### src/rtl/bcd_display_scan_if.sv
// Bus bundle for bcd_display_scan.
//   load      : capture bcd_in into the digit hold register
//   bcd_in    : packed BCD digits, [3:0] is digit 0 (least significant)
//   blank_lz  : enable leading-zero blanking (digit 0 is never blanked)
//   seg       : shared segment bus {g,f,e,d,c,b,a}
//   an        : per-digit enables, one-hot when active
//   bad_digit : high while any held digit code is above 9
// The master drives the digits and controls; the slave (the scanner) drives
// the display outputs.
interface bcd_display_scan_if #(
  parameter int NUM_DIGITS = 4
);
  logic                    load;
  logic [4*NUM_DIGITS-1:0] bcd_in;
  logic                    blank_lz;
  logic [6:0]              seg;
  logic [NUM_DIGITS-1:0]   an;
  logic                    bad_digit;

  modport master (
    output load, bcd_in, blank_lz,
    input  seg, an, bad_digit
  );

  modport slave (
    input  load, bcd_in, blank_lz,
    output seg, an, bad_digit
  );
endinterface

### src/rtl/bcd_display_scan.sv
// Multiplexed seven-segment scanner for NUM_DIGITS packed BCD digits.
// Holds the digits in a register, advances a digit index every PRESCALE
// clocks, and drives the decoded digit onto a shared segment bus together
// with a one-hot digit enable. Supports leading-zero blanking and shows a
// dash for codes 10-15.
// Ports:
//   clk : system clock, rising edge
//   rst : synchronous active-high reset
//   bus : bcd_display_scan_if slave (load, bcd_in, blank_lz in;
//         seg, an, bad_digit out)
// Parameters:
//   NUM_DIGITS : digits scanned (>=1)
//   PRESCALE   : clocks each digit stays enabled (>=1)
//   ACTIVE_LOW : 1 = seg/an active-low, 0 = active-high
module bcd_display_scan #(
  parameter int NUM_DIGITS = 4,
  parameter int PRESCALE   = 50000,
  parameter int ACTIVE_LOW = 1
) (
  input  logic               clk,
  input  logic               rst,
  bcd_display_scan_if.slave  bus
);

  localparam int CNT_W = (PRESCALE > 1) ? $clog2(PRESCALE) : 1;
  localparam int IDX_W = (NUM_DIGITS > 1) ? $clog2(NUM_DIGITS) : 1;
  localparam logic [CNT_W-1:0] CNT_LAST = CNT_W'(PRESCALE - 1);
  localparam logic [IDX_W-1:0] IDX_LAST = IDX_W'(NUM_DIGITS - 1);
  // XOR mask that converts active-high segment/enable values to the pin polarity.
  localparam logic POL = (ACTIVE_LOW != 0);

  // Active-high gfedcba pattern; codes 10-15 render as a dash.
  function automatic logic [6:0] decode_digit(input logic [3:0] code);
    logic [6:0] pat;
    case (code)
      4'd0:    pat = 7'h3F;
      4'd1:    pat = 7'h06;
      4'd2:    pat = 7'h5B;
      4'd3:    pat = 7'h4F;
      4'd4:    pat = 7'h66;
      4'd5:    pat = 7'h6D;
      4'd6:    pat = 7'h7D;
      4'd7:    pat = 7'h07;
      4'd8:    pat = 7'h7F;
      4'd9:    pat = 7'h6F;
      default: pat = 7'h40;
    endcase
    return pat;
  endfunction

  logic [CNT_W-1:0]        cnt_q, cnt_d;
  logic [IDX_W-1:0]        idx_q, idx_d;
  logic [4*NUM_DIGITS-1:0] hold_q, hold_d;
  logic                    bad_q, bad_d;
  logic [6:0]              seg_q, seg_d;
  logic [NUM_DIGITS-1:0]   an_q, an_d;

  logic                    tick;
  logic                    zero_above;
  logic [NUM_DIGITS-1:0]   blank_mask;
  logic [3:0]              cur_digit;
  logic [6:0]              seg_raw;
  logic [NUM_DIGITS-1:0]   an_raw;

  always_comb begin
    tick       = 1'b0;
    cnt_d      = cnt_q;
    idx_d      = idx_q;
    hold_d     = hold_q;
    bad_d      = bad_q;
    zero_above = 1'b1;
    blank_mask = '0;
    cur_digit  = 4'd0;
    seg_raw    = 7'h00;
    an_raw     = '0;

    // Refresh prescaler and scan index.
    tick = (cnt_q == CNT_LAST);
    if (tick) begin
      cnt_d = '0;
      idx_d = (idx_q == IDX_LAST) ? '0 : idx_q + 1'b1;
    end else begin
      cnt_d = cnt_q + 1'b1;
    end

    // Hold register; bad_digit is judged on the incoming word so it is
    // valid together with the new hold contents.
    if (bus.load) begin
      hold_d = bus.bcd_in;
      bad_d  = 1'b0;
      for (int k = 0; k < NUM_DIGITS; k++) begin
        if (bus.bcd_in[4*k +: 4] > 4'd9) bad_d = 1'b1;
      end
    end

    // A digit is a leading zero when it and every higher digit are zero.
    // Any nonzero code, including invalid ones, breaks the chain.
    // Bit 0 stays clear so the last digit always shows.
    for (int k = NUM_DIGITS - 1; k >= 1; k--) begin
      zero_above    = zero_above & (hold_q[4*k +: 4] == 4'd0);
      blank_mask[k] = zero_above;
    end

    for (int k = 0; k < NUM_DIGITS; k++) begin
      if (idx_q == IDX_W'(k)) begin
        cur_digit = hold_q[4*k +: 4];
        an_raw[k] = 1'b1;
      end
    end

    // Blanking removes the segments only; the digit enable stays on.
    if (bus.blank_lz && blank_mask[idx_q]) seg_raw = 7'h00;
    else                                   seg_raw = decode_digit(cur_digit);

    seg_d = seg_raw ^ {7{POL}};
    an_d  = an_raw ^ {NUM_DIGITS{POL}};
  end

  always_ff @(posedge clk) begin
    if (rst) begin
      cnt_q  <= '0;
      idx_q  <= '0;
      hold_q <= '0;
      bad_q  <= 1'b0;
      seg_q  <= {7{POL}};
      an_q   <= {NUM_DIGITS{POL}};
    end else begin
      cnt_q  <= cnt_d;
      idx_q  <= idx_d;
      hold_q <= hold_d;
      bad_q  <= bad_d;
      seg_q  <= seg_d;
      an_q   <= an_d;
    end
  end

  assign bus.seg       = seg_q;
  assign bus.an        = an_q;
  assign bus.bad_digit = bad_q;

endmodule
### src/flat_wrapper.sv
// flat-port wrapper written by rule: the top's interface ports become plain ports
module bcd_display_scan_flat 
#(
  parameter int NUM_DIGITS = 4,
  parameter int PRESCALE   = 50000,
  parameter int ACTIVE_LOW = 1
)
  (clk, rst, bus_load, bus_bcd_in, bus_blank_lz, bus_seg, bus_an, bus_bad_digit);
  bcd_display_scan_if #(.NUM_DIGITS(NUM_DIGITS)) bus_i ();
  input  logic clk;
  input  logic rst;
  input wire logic [$bits(bus_i.load)-1:0] bus_load;
  input wire logic [$bits(bus_i.bcd_in)-1:0] bus_bcd_in;
  input wire logic [$bits(bus_i.blank_lz)-1:0] bus_blank_lz;
  output wire logic [$bits(bus_i.seg)-1:0] bus_seg;
  output wire logic [$bits(bus_i.an)-1:0] bus_an;
  output wire logic [$bits(bus_i.bad_digit)-1:0] bus_bad_digit;
  assign bus_i.load = bus_load;
  assign bus_i.bcd_in = bus_bcd_in;
  assign bus_i.blank_lz = bus_blank_lz;
  assign bus_seg = bus_i.seg;
  assign bus_an = bus_i.an;
  assign bus_bad_digit = bus_i.bad_digit;
  bcd_display_scan #(.NUM_DIGITS(NUM_DIGITS), .PRESCALE(PRESCALE), .ACTIVE_LOW(ACTIVE_LOW)) u_core (.clk(clk), .rst(rst), .bus(bus_i));
endmodule
### config.mk
export PLATFORM = sky130hd
export DESIGN_NAME = bcd_display_scan_flat
export DESIGN_NICKNAME = d
export VERILOG_FILES = /design/src/rtl/bcd_display_scan_if.sv /design/src/rtl/bcd_display_scan.sv /design/src/flat_wrapper.sv
export SDC_FILE = /design/constraint.sdc
export NUM_CORES = 1
export LEC_CHECK = 0
export ABC_CLOCK_PERIOD_IN_PS = 3800
export CAP_MARGIN = 20
export CORE_MARGIN = 3
export CORE_UTILIZATION = 45
export DETAILED_ROUTE_END_ITERATION = 10
export GPL_TIMING_DRIVEN = 0
export PLACE_DENSITY = 0.78
export SLEW_MARGIN = 20
export SYNTH_ARGS = -nofsm -noshare
export SYNTH_HDL_FRONTEND = slang
export SYNTH_SLANG_ARGS = --single-unit
### constraint.sdc
create_clock -name clk -period 3.8 [get_ports clk]
set_clock_uncertainty 0.05 [all_clocks]
set_input_delay 0.76 -clock clk [delete_from_list [all_inputs] [get_ports clk]]
set_output_delay 0.76 -clock clk [all_outputs]
set_load 0.1 [all_outputs]
==> results of run 1 <==
## worst register-to-register path: cells and delay by family, from the launching register on
| kind | cells | cell delay [ns] |
|---|---|---|
| compound gates | 3 | 0.60 |
| fa+ha+maj | 2 | 0.43 |
| buf+inv | 3 | 0.46 |
| flops | 1 | 0.44 |
| simple gates | 2 | 0.49 |
## state kept, by name, summed over array words and instances, names as in the netlist
register	count
u_core.hold_q	16
u_core.bus.an	4
u_core.bus.seg	7
u_core.bus.bad_digit	1
u_core.cnt_q	16
u_core.idx_q	2
## worst paths after layout
path | startpoint | slack [ns] | cells after the start | endpoint
worst min register to register | u_core.cnt_q[0] | 0.42 | 1 | u_core.cnt_q[0]
worst min-delay path | u_core.cnt_q[0] | 0.42 | 1 | u_core.cnt_q[0]
worst max-delay path | u_core.idx_q[0] | 1.22 | 10 | u_core.bus.seg[3]
worst max register to register | u_core.idx_q[0] | 1.22 | 10 | u_core.bus.seg[3]
## stage by stage
| stage | setup slack, ns | power (W) | area (µm²) | hold WS, ns | utilization [%] |
|---|---|---|---|---|---|
| 2_1_floorplan | 1.61 | 0.000648 | 2120 | 0.376 | - |
| 3_3_place_gp | 1.34 | 0.000699 | 2490 | 0.389 | 55.9 |
| 3_5_place_dp | 1.26 | 0.000702 | 2490 | 0.407 | 55.9 |
| 4_1_cts | 1.21 | 0.00100 | 2580 | 0.427 | 58.0 |
| 5_1_grt | 1.07 | 0.00103 | 2580 | 0.459 | 58.0 |
| 6_report | 1.22 | 0.000992 | 2580 | 0.424 | 58.0 |
## cell type report
type	instances	area, µm²
sequential	46	921
multi-input combinational	165	1110
timing repair buffer	30	300
clock buffer	7	86.3
fill	415	1870
tap	52	65.1
inverter	8	30.0
buffer	9	61.3
clock inverter	1	5.00
## synth_stat cells, drive strengths merged, types with 3 or more instances
library cell / count
a211oi: 6
a21oi: 7
and4: 3
buf: 6
clkbuf: 3
dfxtp: 46
ha: 10
inv: 8
mux2i: 19
nand2: 5
nand2b: 7
nand3: 9
nand3b: 3
nor2: 39
nor2b: 5
nor3: 4
nor3b: 4
nor4: 5
o21ai: 13
xnor2: 8
xor2: 6
## per-layer routing
metal  wire length, µm  global-route usage, %  vias to the layer above
li1                  -                      -                      857
met1              1900                   19.7                      749
met2              1870                   26.4                       34
met3               132                   3.20                        9
met4                95                   7.31                        0
met5                 0                      0                        -
## where the power goes
part           leakage (nW)  total [W]  internal [W]  switching, W
logic                 0.604   0.000175     0.0000630      0.000112
clock network        0.0482   0.000302      0.000147      0.000155
registers             0.378   0.000516      0.000503     0.0000125
total                  1.03   0.000992      0.000713      0.000279
## cell families (layout without fill, tap and decap cells)
logic type / Yosys count / count (layout) / synth area share, %
AND/OR/NAND/NOR: 92 / 92 / 22.6
adder cells (fa/ha/maj): 10 / 10 / 5.90
multiplexers: 19 / 19 / 8.97
buffers and inverters: 17 / 55 / 4.31
AO/OA/AOI/OAI: 30 / 30 / 9.03
XOR/XNOR: 14 / 14 / 5.78
flip-flops: 46 / 46 / 43.4
## placed cells by master (no fill, tap or decap), types with 5 or more instances in the layout
master / n
clkdlybuf4s50_1: 30
xor2_1: 6
clkbuf_8: 6
nor4_1: 5
ha_1: 10
nor2_1: 39
nand3_1: 8
nor2b_1: 5
nand2b_1: 7
nand2_1: 5
a21oi_1: 7
dfxtp_1: 46
mux2i_1: 19
o21ai_0: 12
inv_1: 8
xnor2_1: 8
==> summary by stage, run 1 <==
Run status
The flow ran to the end, and the final reports show no timing, DRC or antenna violations.

Yosys
The post-synthesis cell type count is 38. In the synthesized netlist the dominant register cell turns out to be dfxtp_1. Yosys printed 0 warnings. In this run the cell area of the synthesized design comes to 0.00212 mm². The synthesized net count is 258. The biggest area contributor in the post-synthesis netlist is dfxtp_1.

The area share of the largest cell type after synthesis is 43.4%. In this run, synthesis produced a sequential element count of 46. Yosys mapped a number of flops with a built-in enable equal to 0. The average size of a mapped cell is 9.30 µm².

The synthesized instance count is 228. After synthesis, the cell types taking the most area are dfxtp_1, mux2i_1, nor2_1. In the synthesized netlist the async set-or-reset flop fraction comes to 0%. The sequential share of the synthesized area is ~43%.

Place
Summed over all nets, the half-perimeter wirelength after detailed placement is slightly above 3000 µm. The global placement routability congestion is 0.792. The number of port buffers is 30. The instance count after placement with tap cells included is between 300 and 400.

Die
The floorplan has 24 rows. The x dimension of the die is 74.7 µm. The die is between 70 and 80 µm tall.

The standard cell core area is between 0.004 and 0.005 mm². For this configuration, the core starts out at a cell density of a little under half. The number of I/O pins is 32. The full die area is 0.00557 mm².

Global routing
The initial antenna violation count is 0. The global-route wire length before repair is 6890 µm. Entering global routing, the biggest net connects 14 pins.

The via count of the first global-routing pass is ~1600. Global routing finished with a remaining overflow of 0. In the global route stage, overall resource usage came out at 15.8%.

Clock tree
In this run the post-CTS setup repair buffer count came out at 0. The number of hold buffers added after CTS was 0. The worst-skew pair later-pin latency is between 0.2 and 0.3 ns. Buffers inserted during clock tree synthesis total 5. The clock drives 46 sinks. The clock passes through at most 2 buffers.

The TritonCTS clock tree is yes. The H-tree was split into 2 levels. The clock-pin slew on the worst setup and hold paths is approximately 0.080 ns. The number of gates given a new drive strength after cts is 0. Clock tree synthesis selected as its root buffer the cell clkbuf_8.

Timing
The final hold violation count came to 0. The final critical path takes up between 60% and 70% of the cycle. The worst relative slew slack is between 30% and 40%. The setup violation total in the final timing report is 0. For the pin with the worst max-slew slack, the measured transition is roughly 0.97 ns. The worst path in the final design needs a cycle of between 2 and 3 ns, including I/O delays and setup. The final count of pins violating max slew is 0. The maximum clock frequency is 387 MHz. Adding up every negative setup slack in the final design gives 0 ns. Setup repair after global routing left no endpoint under its margin.

Routing
The number of nets still failing antenna checks after routing is 0. Dividing the detail-routed wire length by the instance count gives roughly 13 µm. The first-iteration detailed-routing DRC count is 118. The first detailed-routing pass took 4 iterations. The count of unresolved DRC violations after routing is 0.

The detailed router placed between 1500 and 2000 vias in this run. The mean number of vias per cell is about 5.2. The routed wire length is roughly 4000 µm.

Job
Max-cap violations in this run came to 0.

Power
The analysis attributes to cell leakage a power of around 1.0 nW. VDD sags by at most ~180 µV. The total power divided by cell area is slightly below 400 mW/mm².

Critical path
On the critical path, the stage with the largest delay is an instance of dfxtp_1. The data required time at the worst endpoint is approximately 3.9 ns. The signal on the critical path passes through inv_1 > ha_1 > clkbuf_2 > nor3b_1 > a211oi_2 > inv_1 > ha_1 > or2_2 > a21oi_1 > o21ai_0. The startpoint type of the worst setup path is a flip-flop. By startpoint and endpoint, the worst setup path is classified as reg -> reg. The cell class contributing the biggest share of worst-path delay is compound AO/OA/AOI/OAI gates. The type of destination of the critical path is a flip-flop. The delay contributed by the slowest stage of the critical path is roughly 0.44 ns.

Along the worst path, the maximum fanout reaches 9. Counting both buffers and inverters, the worst setup path holds a total of 3. The critical path data arrival time is about 2.7 ns.

Final layout
The fraction of final layout cells sized beyond drive strength 1 is under 10%. The count of inserted antenna diode cells is 0. After the flow finishes, the layout carries non-filler instances totaling ~320.

Compared with the post-synthesis result, the final layout area differs by 21.5%. The final net count is 295.

Worst hold path
The path class of the tightest hold or removal check is reg -> reg.
Power figures use the tool's default switching activity.
==> run 2, diff against run 1 <==
--- a/config.mk
+++ b/config.mk
@@ -5,7 +5,7 @@
 export SDC_FILE = /design/constraint.sdc
 export NUM_CORES = 1
 export LEC_CHECK = 0
-export ABC_CLOCK_PERIOD_IN_PS = 3800
+export ABC_CLOCK_PERIOD_IN_PS = 2600
 export CAP_MARGIN = 20
 export CORE_MARGIN = 3
 export CORE_UTILIZATION = 45
==> constraint.sdc (replaced) <==
create_clock -name clk -period 2.6 [get_ports clk]
set_clock_uncertainty 0.05 [all_clocks]
set_input_delay 0.52 -clock clk [delete_from_list [all_inputs] [get_ports clk]]
set_output_delay 0.52 -clock clk [all_outputs]
set_load 0.1 [all_outputs]
==> run 2 against run 1 <==
Against the previous run:
- via count rose by 0.73%
- fmax rose by 4.6%
- global-route usage did not move
- design area rose by 0.34%
- total power rose by 46%
- largest cell class unchanged
==> summary by stage, run 2 (synthesis gave the netlist of run 1 again) <==
Routing
The number of nets still failing antenna checks after routing is 0 (unchanged). The first-iteration detailed-routing DRC count is 127 (+7.6%). The via count is 1661 (+0.73%). The mean number of vias per cell is 5.21 (+0.41%). The detail-routed net length per standard cell is 12.5 µm (-0.29%). The routed wire length is 4000 µm (about the same).

The count of unresolved DRC violations after routing is 0 (unchanged). The count of TritonRoute iterations in the first routing pass is 4 (unchanged).

Clock tree
TritonCTS built the clock tree. The CTS sink count is 46 (unchanged). The quantity of hold-fixing buffers added after cts came to 0 (unchanged). The clock-pin slew on the worst setup and hold paths is 0.08 ns (about the same). The TritonCTS buffer count was 5 (unchanged).

The number of buffers on the longest clock path is 2 (unchanged). The maximum level of the CTS H-tree is 2 (unchanged). The worst-skew pair later-pin latency came to 0.29 ns (about the same). The tree is rooted in a clkbuf_8.

Timing
The total negative slack is 0 ns (unchanged). Setup repair after global routing left no endpoint under its margin. The worst relative slew slack is 35.5% (unchanged). The setup violation total in the final timing report is 0 (unchanged). The maximum clock frequency was 405 MHz (+4.6%). The minimum period implied by the final worst setup slack was 2.47 ns (-0.113 ns). The actual slew at the worst max-slew pin is 0.965 ns (unchanged). The ratio of final minimum period to clock period is 95.0% (+27 points).

The post-route worst hold slack is 0.420 ns (-0.00405 ns). The final hold violation count came to 0 (unchanged). The final count of pins violating max slew was 0 (unchanged).

Critical path
The cell family contributing the most delay on the critical path is compound AO/OA/AOI/OAI gates. The data required time at the worst endpoint came to 2.71 ns (-1.20 ns). The buffer and inverter count on the worst path is 3 (unchanged).

The worst register-to-register path begins at u_core.idx_q[0]. The startpoint-to-endpoint class of the critical path is reg -> reg. The largest fanout on the critical path was 9 (unchanged).

The startpoint type of the worst setup path is a flip-flop. The delay contributed by the slowest stage of the critical path was 0.39 ns (-0.05 ns). The critical path data arrival time is 2.58 ns (-0.11 ns). Among all stages on the critical path, the largest delay is contributed by dfxtp_2. The launch point of the critical path is u_core.idx_q[0]. The worst setup path is captured at a flip-flop. The signal on the critical path passes through inv_1 > ha_1 > clkbuf_2 > nor3b_1 > a211oi_2 > inv_1 > ha_1 > or2_2 > a21oi_1 > o21ai_0.

Die
The number of I/O pins is 32 (unchanged). The vertical die dimension was 74.7 µm (unchanged). The full die area is 0.00557 mm² (unchanged). The row count is 24 (unchanged). The effective utilization at floorplan is 47.7% (unchanged). The x dimension of the die is 74.7 µm (unchanged).

The standard cell core area is 0.00444 mm² (unchanged).

Final layout
The most frequent standard cell in the layout excluding fill and tap cells is dfxtp_1. The final net count is 296 (+0.34%). The count of inserted antenna diode cells is 0 (unchanged). The core occupancy in the finished layout is 58.2% (+0.20 points). The final standard cell count with taps included and fillers excluded came to 319 (+0.31%). Leaving out fill and tap cells, the most frequent cells in the layout are dfxtp_1, nor2_1, clkdlybuf4s50_1. The area growth from synthesis to final layout is 21.9%. The fraction of final layout cells sized beyond drive strength 1 is 8.24% (+0.72 points).

Power
The static leakage power was 1.04 nW (+0.56%). The maximum VDD drop is 268 µV (+46%). The total power divided by cell area came to 561 mW/mm² (+46%).

The total design power came to 0.00145 W (+46%).

Global routing
The global-route wire length before repair is 6890 µm (unchanged). The maximum number of pins on one net before global-route repair is 14 (unchanged). The via count of the first global-routing pass is 1575 (unchanged). The sum of overflow across all layers after global routing is 0 (unchanged).

The initial antenna violation count came to 0 (unchanged). The overall fraction of global-route tracks in use is 15.8% (unchanged).

Worst hold path
The worst hold path begins at u_core.cnt_q[0]. The class of the worst hold path is reg -> reg.

Place
The detailed placement HPWL is 3050 µm (unchanged). The instance count after placement with tap cells included is 310 (unchanged). The global placement routability congestion is 0.792 (unchanged). The number of port buffers is 30 (unchanged).

Run status
The run finished with clean final reports.

Job
The max-cap check violation count is 0 (unchanged).
-- run 2: cell types whose count changed in the layout (fill, tap and decap cells not counted), sizes merged --
| cell | delta |
|---|---|
| buf | +1 |
-- run 2: layer usage --
metal	up-vias	GRT usage, %	routed length, µm
met5	-	0	0
met4	0	7.31	99
met3	11	3.20	135
met2	38	26.4	1870
met1	751	19.7	1890
li1	861	-	-
-- run 2: timing repair --
action / in CTS / in global routing
setup buffers: 0 / 1
gates resized for setup: 0 / 1
endpoints found under the setup margin: 0 / 2
-- run 2: cell type report --
cell class / instances / area [µm²]
Fill cell: 413 / 1860
Multi-Input combinational cell: 165 / 1110
Sequential cell: 46 / 922
Timing Repair Buffer: 31 / 308
Clock buffer: 7 / 86.3
Tap cell: 52 / 65.1
Buffer: 9 / 61.3
Inverter: 8 / 30.0
Clock inverter: 1 / 5.00
-- run 2: worst paths after layout --
| kind | to | slack [ns] | depth (start not counted) |
|---|---|---|---|
| setup reg to reg | u_core.bus.seg[3] | 0.13 | 10 |
| setup / recovery | u_core.bus.seg[3] | 0.13 | 10 |
| hold / removal | u_core.cnt_q[0] | 0.42 | 1 |
| hold reg to reg | u_core.cnt_q[0] | 0.42 | 1 |
-- run 2: worst reg2reg max path, delay by kind of cell, from the launching register on --
family	cells	cell delay, ns
flops	1	0.39
simple gates	2	0.49
fa+ha+maj	2	0.41
buf+inv	3	0.42
compound gates	3	0.58
-- run 2: stage by stage --
step | setup slack (ns) | cell area (µm²)
floorplan | 0.408 | 2120
global placement | 0.142 | 2490
detailed placement | 0.0617 | 2490
CTS | 0.0399 | 2580
global route | 0.00945 | 2590
finish | 0.131 | 2590
-- run 2: power breakdown --
group	internal, W	switching [W]	leakage, nW
logic	0.0000931	0.000163	0.609
registers	0.000736	0.0000183	0.378
clock network	0.000215	0.000226	0.0482
